### src/rtl/diff_accum.sv
//------------------------------------------------------------------------------
// Module   : diff_accum
// Function : saturating signed accumulator of a fixed-length difference stream
// Revision : 1.0
//------------------------------------------------------------------------------
`default_nettype none

module diff_accum #(
  parameter int DATA_W = 16,
  parameter int ACC_W  = 24,
  parameter int LEN_W  = 10
) (
  input  logic                     clk,
  input  logic                     rst_n,
  input  logic                     start,
  input  logic [LEN_W-1:0]         len,
  input  logic signed [DATA_W-1:0] diff_in,
  input  logic                     diff_valid,
  output logic                     diff_ready,
  output logic signed [ACC_W-1:0]  sum_out,
  output logic                     sum_valid,
  output logic                     busy,
  output logic                     ovf
);

  typedef enum logic [1:0] {
    IDLE  = 2'd0,
    ACCUM = 2'd1,
    DONE  = 2'd2
  } state_t;

  localparam logic signed [ACC_W:0] c_acc_max = {2'b00, {(ACC_W-1){1'b1}}};
  localparam logic signed [ACC_W:0] c_acc_min = {2'b11, {(ACC_W-1){1'b0}}};

  state_t                  r_state;
  logic signed [ACC_W-1:0] r_acc;
  logic [LEN_W-1:0]        r_remaining;
  logic                    r_ovf;

  logic signed [ACC_W:0]   w_ext_diff;
  logic signed [ACC_W:0]   w_sum;
  logic                    w_pos_sat;
  logic                    w_neg_sat;
  logic                    w_transfer;

  // One guard bit above the accumulator makes both overflow directions visible.
  assign w_ext_diff = {{(ACC_W+1-DATA_W){diff_in[DATA_W-1]}}, diff_in};
  assign w_sum      = {r_acc[ACC_W-1], r_acc} + w_ext_diff;
  assign w_pos_sat  = (w_sum > c_acc_max);
  assign w_neg_sat  = (w_sum < c_acc_min);
  assign w_transfer = diff_valid && (r_state == ACCUM);

  always_ff @(posedge clk or negedge rst_n) begin
    if (!rst_n) begin
      r_state     <= IDLE;
      r_acc       <= '0;
      r_remaining <= '0;
      r_ovf       <= 1'b0;
    end else begin
      case (r_state)
        IDLE, DONE: begin
          if (start) begin
            r_acc <= '0;
            r_ovf <= 1'b0;
            if (len == '0) begin
              r_remaining <= '0;
              r_state     <= DONE;
            end else begin
              r_remaining <= len;
              r_state     <= ACCUM;
            end
          end
        end
        ACCUM: begin
          if (w_transfer) begin
            if (w_pos_sat) begin
              r_acc <= c_acc_max[ACC_W-1:0];
              r_ovf <= 1'b1;
            end else if (w_neg_sat) begin
              r_acc <= c_acc_min[ACC_W-1:0];
              r_ovf <= 1'b1;
            end else begin
              r_acc <= w_sum[ACC_W-1:0];
            end
            r_remaining <= r_remaining - LEN_W'(1);
            if (r_remaining == LEN_W'(1)) begin
              r_state <= DONE;
            end
          end
        end
        default: r_state <= IDLE;
      endcase
    end
  end

  // Handshake and status decode from the state register alone.
  assign diff_ready = (r_state == ACCUM);
  assign busy       = (r_state == ACCUM);
  assign sum_valid  = (r_state == DONE);
  assign sum_out    = r_acc;
  assign ovf        = r_ovf;

endmodule

`default_nettype wire

### config.mk
export PLATFORM = sky130hd
export DESIGN_NAME = diff_accum
export DESIGN_NICKNAME = d
export VERILOG_FILES = /design/src/rtl/diff_accum.sv
export SDC_FILE = /design/constraint.sdc
export NUM_CORES = 1
export LEC_CHECK = 0
export ABC_CLOCK_PERIOD_IN_PS = 5800
export CAP_MARGIN = 20
export CORE_MARGIN = 3
export CORE_UTILIZATION = 40
export CTS_CLUSTER_DIAMETER = 120
export DETAILED_ROUTE_END_ITERATION = 10
export SETUP_SLACK_MARGIN = 0.1
export SLEW_MARGIN = 20
export SYNTH_ARGS = -nofsm -noshare
export SYNTH_HDL_FRONTEND = slang
export SYNTH_SLANG_ARGS = --single-unit
### constraint.sdc
create_clock -name clk -period 5.8 [get_ports clk]
set_input_delay 0.58 -clock clk [delete_from_list [all_inputs] [get_ports clk]]
set_output_delay 0.58 -clock clk [all_outputs]
set_load 0.1 [all_outputs]
==> results of run 1 <==
-- per-stage QoR --
step	util [%]	hold slack, ns	cell area [um^2]
2_1_floorplan	-	0.284	3030
3_3_place_gp	50.5	0.492	3680
3_5_place_dp	50.5	0.492	3680
4_1_cts	52.2	0.416	3800
5_1_grt	52.2	0.462	3800
6_report	52.2	0.386	3800
-- Yosys cell counts (5+ instances only) --
master,number,area (um^2)
xnor2_1,13,114
o22ai_1,6,37.5
ha_1,26,325
o21ai_0,24,120
nor2b_1,6,37.5
dfrtp_1,37,926
a21o_1,7,52.6
inv_1,8,30.0
nand2_1,29,109
o21a_1,6,45.0
nand3_1,12,60.1
nor3_1,5,25.0
xor2_1,8,70.1
a221o_1,10,100
a21oi_1,36,180
clkbuf_1,7,26.3
nor2_1,21,78.8
a221o_2,9,101
-- cells by family after synthesis --
family / Yosys count
compound gates: 127
xor+xnor: 21
fa+ha+maj: 31
buf+inv: 18
flops: 37
mux: 1
simple gates: 102
-- worst paths after layout --
kind,endpoint,slack [ns],depth (start not counted)
min in group clk,ovf,0.51,2
max in group asynchronous,r_remaining[2],4.90,1
min reg2reg,ovf,0.51,2
max reg2reg,sum_out[4],2.75,8
min,sum_out[16],0.39,1
max,sum_out[4],2.24,9
-- cell type report --
cell class                 count  share of cell area, %
sequential                    37                   24.3
clock buffer                   6                   2.17
tap                           99                   3.26
multi-input combinational    282                   53.4
inverter                       8                  0.789
timing repair buffer          58                   15.1
clock inverter                 2                  0.987
-- sequential cells by signal, indices dropped and copies added, names as in the netlist --
signal,flops
r_remaining,10
sum_out,24
ovf,1
r_state,2
-- metal layers --
layer | GRT usage [%] | up-vias
met4 | 5.98 | 0
met1 | 28.9 | 1334
li1 | - | 1397
met2 | 29.4 | 49
met3 | 2.33 | 6
met5 | 0 | -
-- worst register-to-register path: cells and delay by family, from the launching register on --
kind	cells	cell delay [ns]
compound gates	6	1.55
simple gates	1	0.70
flops	1	0.43
fa+ha+maj	1	0.31
==> flow_metrics.env, run 1 <==
export IMPL_status="completed"
export IMPL_yosys_cell_types_count=63
export IMPL_netlist_area_mm2=0.00303
export IMPL_antenna_found_initial=0
export IMPL_synth_seq_cells=37
export IMPL_synthAdderAreaFrac_pct=12.7
export IMPL_cp_top_family="compound AO/OA/AOI/OAI gates"
export IMPL_layout_nets=449
export IMPL_crit_arrival_ns=3.74
export IMPL_setup_worst_path_class="in -> reg"
export IMPL_rsz0062_at_grt="false"
export IMPL_ys_flop_type="dfrtp_1"
export IMPL_worstPathCellList="clkdlybuf4s50_1, ha_1, a21oi_1, and3_1, o311a_1, nor2_1, nor4_4, a21oi_4, a221o_2"
export IMPL_post_route_min_period_ns=3.56
export IMPL_slew_violations=0
export IMPL_avgRoutedWirePerCell_um=16.3
export IMPL_grt_pass1_wl_um=13600
export IMPL_drt_iter0_drc=175
export IMPL_htreeDepth=2
export IMPL_cts_tree="built"
export IMPL_rows=31
export IMPL_clk_pin_slew_ns=0.08
export IMPL_startpoint_type="primary input"
export IMPL_final_cells=492
export IMPL_cts_root_buffer="clkbuf_8"
export IMPL_cp_num_buf_inv=1
export IMPL_initial_core_util_pct=41.6
export IMPL_max_freq_mhz=281
export IMPL_place_hpwl_um=5990
export IMPL_tightestPinTransition_ns=0.977
export IMPL_clock_latency_ns=0.29
export IMPL_final_common_cell="clkdlybuf4s50_1"
export IMPL_synth_top_family_by_area="compound AO/OA/AOI/OAI gates"
export IMPL_period_share_pct=61.4
export IMPL_die_h_um=93.1
export IMPL_synth_simple_area_share_pct=17.9
export IMPL_regArea_um2=926
export IMPL_clock_tree_buffer_depth=2
export IMPL_cp_max_fo=19
export IMPL_async_reset_ff_share_pct=100
export IMPL_crit_path_end_kind="flop"
export IMPL_cp_required_ns=5.98
export IMPL_hold_viol_final=0
export IMPL_multi_input_area_mm2=0.00203
export IMPL_ant_nets=0
export IMPL_critical_path_startpoint="diff_in[15]"
export IMPL_grt_max_degree=38
export IMPL_diodes=0
export IMPL_dpl_worst_slack_ns=1.96
export IMPL_areaGrowthSynthToFinish_pct=25.4
export IMPL_ios=58
export IMPL_skew_ns=0.00649
export IMPL_final_cell_mix="clkdlybuf4s50_1 (56), dfrtp_1 (37), a21oi_1 (35)"
export IMPL_drc=0
export IMPL_synth_edf_count=0
export IMPL_synthXorXnorAreaFrac_pct=6.06
export IMPL_cts_setup_buffers=0
export IMPL_worst_slack_ns=2.24
export IMPL_ctsHoldBuffers=0
export IMPL_fillers=736
export IMPL_viasPerCell=5.66
export IMPL_vias=2786
export IMPL_top_layer_used="met4"
export IMPL_synth_area_per_cell_um2=9.00
export IMPL_slowest_delay_ns=0.64
export IMPL_tns_ns=0
export IMPL_cts_buffers_inserted=5
export IMPL_dieArea_mm2=0.00867
export IMPL_setup_viol_count_final=0
export IMPL_dp_cells=484
export IMPL_ctsResizeCount=0
export IMPL_wl_met2_um=3670
export IMPL_slowest_stage="nor4_4"
export IMPL_yosysSeqAreaShare_pct=30.5
export IMPL_cap_violations=0
export IMPL_hold_path_class="in -> async"
export IMPL_synthCells=337
export IMPL_wl_um=8040
export IMPL_maxSlewHeadroom_pct=34.7
export IMPL_synth_nets=394
export IMPL_grt_pass1_vias=2709
export IMPL_gp_congestion=0.821
export IMPL_first_pass_iters=4
export IMPL_r2r_start="sum_out[1]"
export IMPL_synth_compound_area_share_pct=29.9
export IMPL_clkSinkCount=37
export IMPL_ys_warn_count=0
export IMPL_overflow=0
export IMPL_port_buffers=57
export IMPL_synthMuxAreaShare_pct=0.330
export IMPL_core_mm2=0.00729
export IMPL_die_w_um=93.1
export IMPL_layout_drive_gt1_share_pct=8.65
export IMPL_wl_met1_um=4060
export IMPL_met3_wirelength_um=252
export IMPL_grt_use_total_pct=19.5
Power of run 1 is left out: the tool's default activity adds up to more than one toggle a clock period on the data nets, which glitch-free logic cannot reach.
==> run 2, diff against run 1 <==
ABC_CLOCK_PERIOD_IN_PS = 3600   (was 5800)
clock period = 3.6 ns   (was 5.8 ns; I/O delays follow)
==> run 2 against run 1 <==
  * Flip-flop and latch count stayed put
  * Register-to-register slack got worse by 2.1 ns
  * Non-clock buffer count is 4 higher
  * Global-route usage grew 0.21 points
  * Critical endpoint is now sum_out[10]
  * Highest routed layer unchanged
==> flow_metrics.env, run 2 (same netlist as run 1, synthesis figures left out) <==
export IMPL_status="completed"
export IMPL_htreeDepth=2
export IMPL_clk_pin_slew_ns=0.08
export IMPL_clock_tree_buffer_depth=2
export IMPL_cp_num_buf_inv=1
export IMPL_rows=31
export IMPL_cp_max_fo=19
export IMPL_clkSinkCount=37
export IMPL_hold_path_class="in -> async"
export IMPL_ctsResizeCount=0
export IMPL_clock_latency_ns=0.29
export IMPL_cts_root_buffer="clkbuf_8"
export IMPL_maxSlewHeadroom_pct=34.3
export IMPL_timing_hold_ws_ns=0.171
export IMPL_cts_setup_buffers=0
export IMPL_final_common_cell="clkdlybuf4s50_1"
export IMPL_slowest_stage="clkdlybuf4s50_1"
export IMPL_ctsHoldBuffers=0
export IMPL_final_cell_area_mm2=0.00380
export IMPL_rsz0062_at_grt="false"
export IMPL_reg2reg_slack_ns=0.67
export IMPL_grt_max_degree=38
export IMPL_cp_top_family="simple AND/OR/NAND/NOR gates"
export IMPL_endpoint="sum_out[10]"
export IMPL_r2r_start="sum_out[1]"
export IMPL_ios=58
export IMPL_largest_register_ffs=24
export IMPL_final_cell_mix="clkdlybuf4s50_1 (54), dfrtp_1 (37), a21oi_1 (35)"
export IMPL_overflow=0
export IMPL_grt_pass1_vias=2825
export IMPL_drt_iter0_drc=123
export IMPL_port_buffers=57
export IMPL_cp_depth=9
export IMPL_areaGrowthSynthToFinish_pct=25.2
export IMPL_max_freq_mhz=321
export IMPL_tns_ns=0
export IMPL_setup_viol_count_final=0
export IMPL_tightestPinTransition_ns=0.982
export IMPL_avgRoutedWirePerCell_um=16.5
export IMPL_dpl_cell_area_mm2=0.00371
export IMPL_crit_arrival_ns=3.35
export IMPL_gp_congestion=0.812
export IMPL_skew_ns=0.00631
export IMPL_place_hpwl_um=6050
export IMPL_viasPerCell=5.76
export IMPL_post_route_min_period_ns=3.12
export IMPL_layout_nets=453
export IMPL_setup_worst_path_class="in -> reg"
export IMPL_initial_core_util_pct=41.6
export IMPL_critical_path_startpoint="diff_in[15]"
export IMPL_wl_um=8150
export IMPL_die_h_um=93.1
export IMPL_ant_nets=0
export IMPL_slowest_delay_ns=0.61
export IMPL_grt_use_total_pct=19.7
export IMPL_antenna_found_initial=0
export IMPL_vias=2850
export IMPL_die_w_um=93.1
export IMPL_cts_tree="built"
export IMPL_diodes=0
export IMPL_slew_violations=0
export IMPL_cap_violations=0
export IMPL_drc=0
export IMPL_worstPathCellList="clkdlybuf4s50_1, ha_1, and4_1, nand3_1, or3_1, nor3_2, nor4_4, a21oi_4, a221o_2"
export IMPL_startpoint_type="primary input"
export IMPL_first_pass_iters=4
export IMPL_layout_drive_gt1_share_pct=9.85
export IMPL_grt_pass1_wl_um=13800
export IMPL_period_share_pct=86.5
export IMPL_crit_path_end_kind="flop"
export IMPL_dp_cells=488
export IMPL_hold_viol_final=0
export IMPL_core_mm2=0.00729
export IMPL_dieArea_mm2=0.00867
export IMPL_cts_buffers_inserted=5
export IMPL_rr_worst_depth=8
export IMPL_worstReg2RegEnd="sum_out[10]"
export IMPL_cp_required_ns=3.83
export IMPL_final_cells=495
==> run 2: cell types whose count changed in the layout (fill, tap and decap cells not counted) <==
cell / previous run / this run
clkdlybuf4s50_1: 56 / 54
bufinv_16: 1 / 0
buf_4: 1 / 7
==> run 2: worst min-delay path by stage <==
stage | endpoint | slack, ns | cells past startpoint
5_1_grt | sum_out[17] | 0.24 | 1
6_report | sum_out[17] | 0.17 | 1
3_5_place_dp | r_remaining[3] | 0.51 | 2
3_3_place_gp | r_remaining[3] | 0.49 | 2
2_1_floorplan | ovf | 0.06 | 0
4_1_cts | sum_out[17] | 0.21 | 1
==> run 2: layer usage <==
| metal | routed length (um) | vias to the layer above | share of wire [%] | GRT usage (%) |
|---|---|---|---|---|
| met1 | 4040 | 1368 | 50 | 28.2 |
| met4 | 88 | 0 | 1.1 | 4.64 |
| met3 | 334 | 6 | 4.1 | 3.30 |
| met2 | 3690 | 70 | 45 | 30.9 |
| met5 | 0 | - | 0 | 0 |
| li1 | - | 1406 | - | - |
==> run 2: final cells by class <==
cell class | instances | area [um^2]
clock buffers | 6 | 82.6
well taps | 99 | 124
fillers | 718 | 3490
repair buffers | 62 | 598
multi-input cells | 282 | 2030
inverters | 8 | 30.0
flip-flops and latches | 37 | 926
clock inverters | 1 | 7.51
==> run 2: stage by stage <==
stage,setup WS (ns),util [%]
2_1_floorplan,0.321,-
6_report,0.485,52.1
5_1_grt,0.265,52.1
3_3_place_gp,0.325,50.9
4_1_cts,0.506,52.1
3_5_place_dp,0.200,50.9
Power of run 2 is left out for the same reason.
==> run 3, diff against run 2 <==
HOLD_SLACK_MARGIN = 0.06   (was unset)
SLEW_MARGIN = unset   (was 20)
==> results of run 3 <==
Same layout as run 2: the final DEF is identical, and so are final timing and power.
Power of run 3 is left out for the same reason.
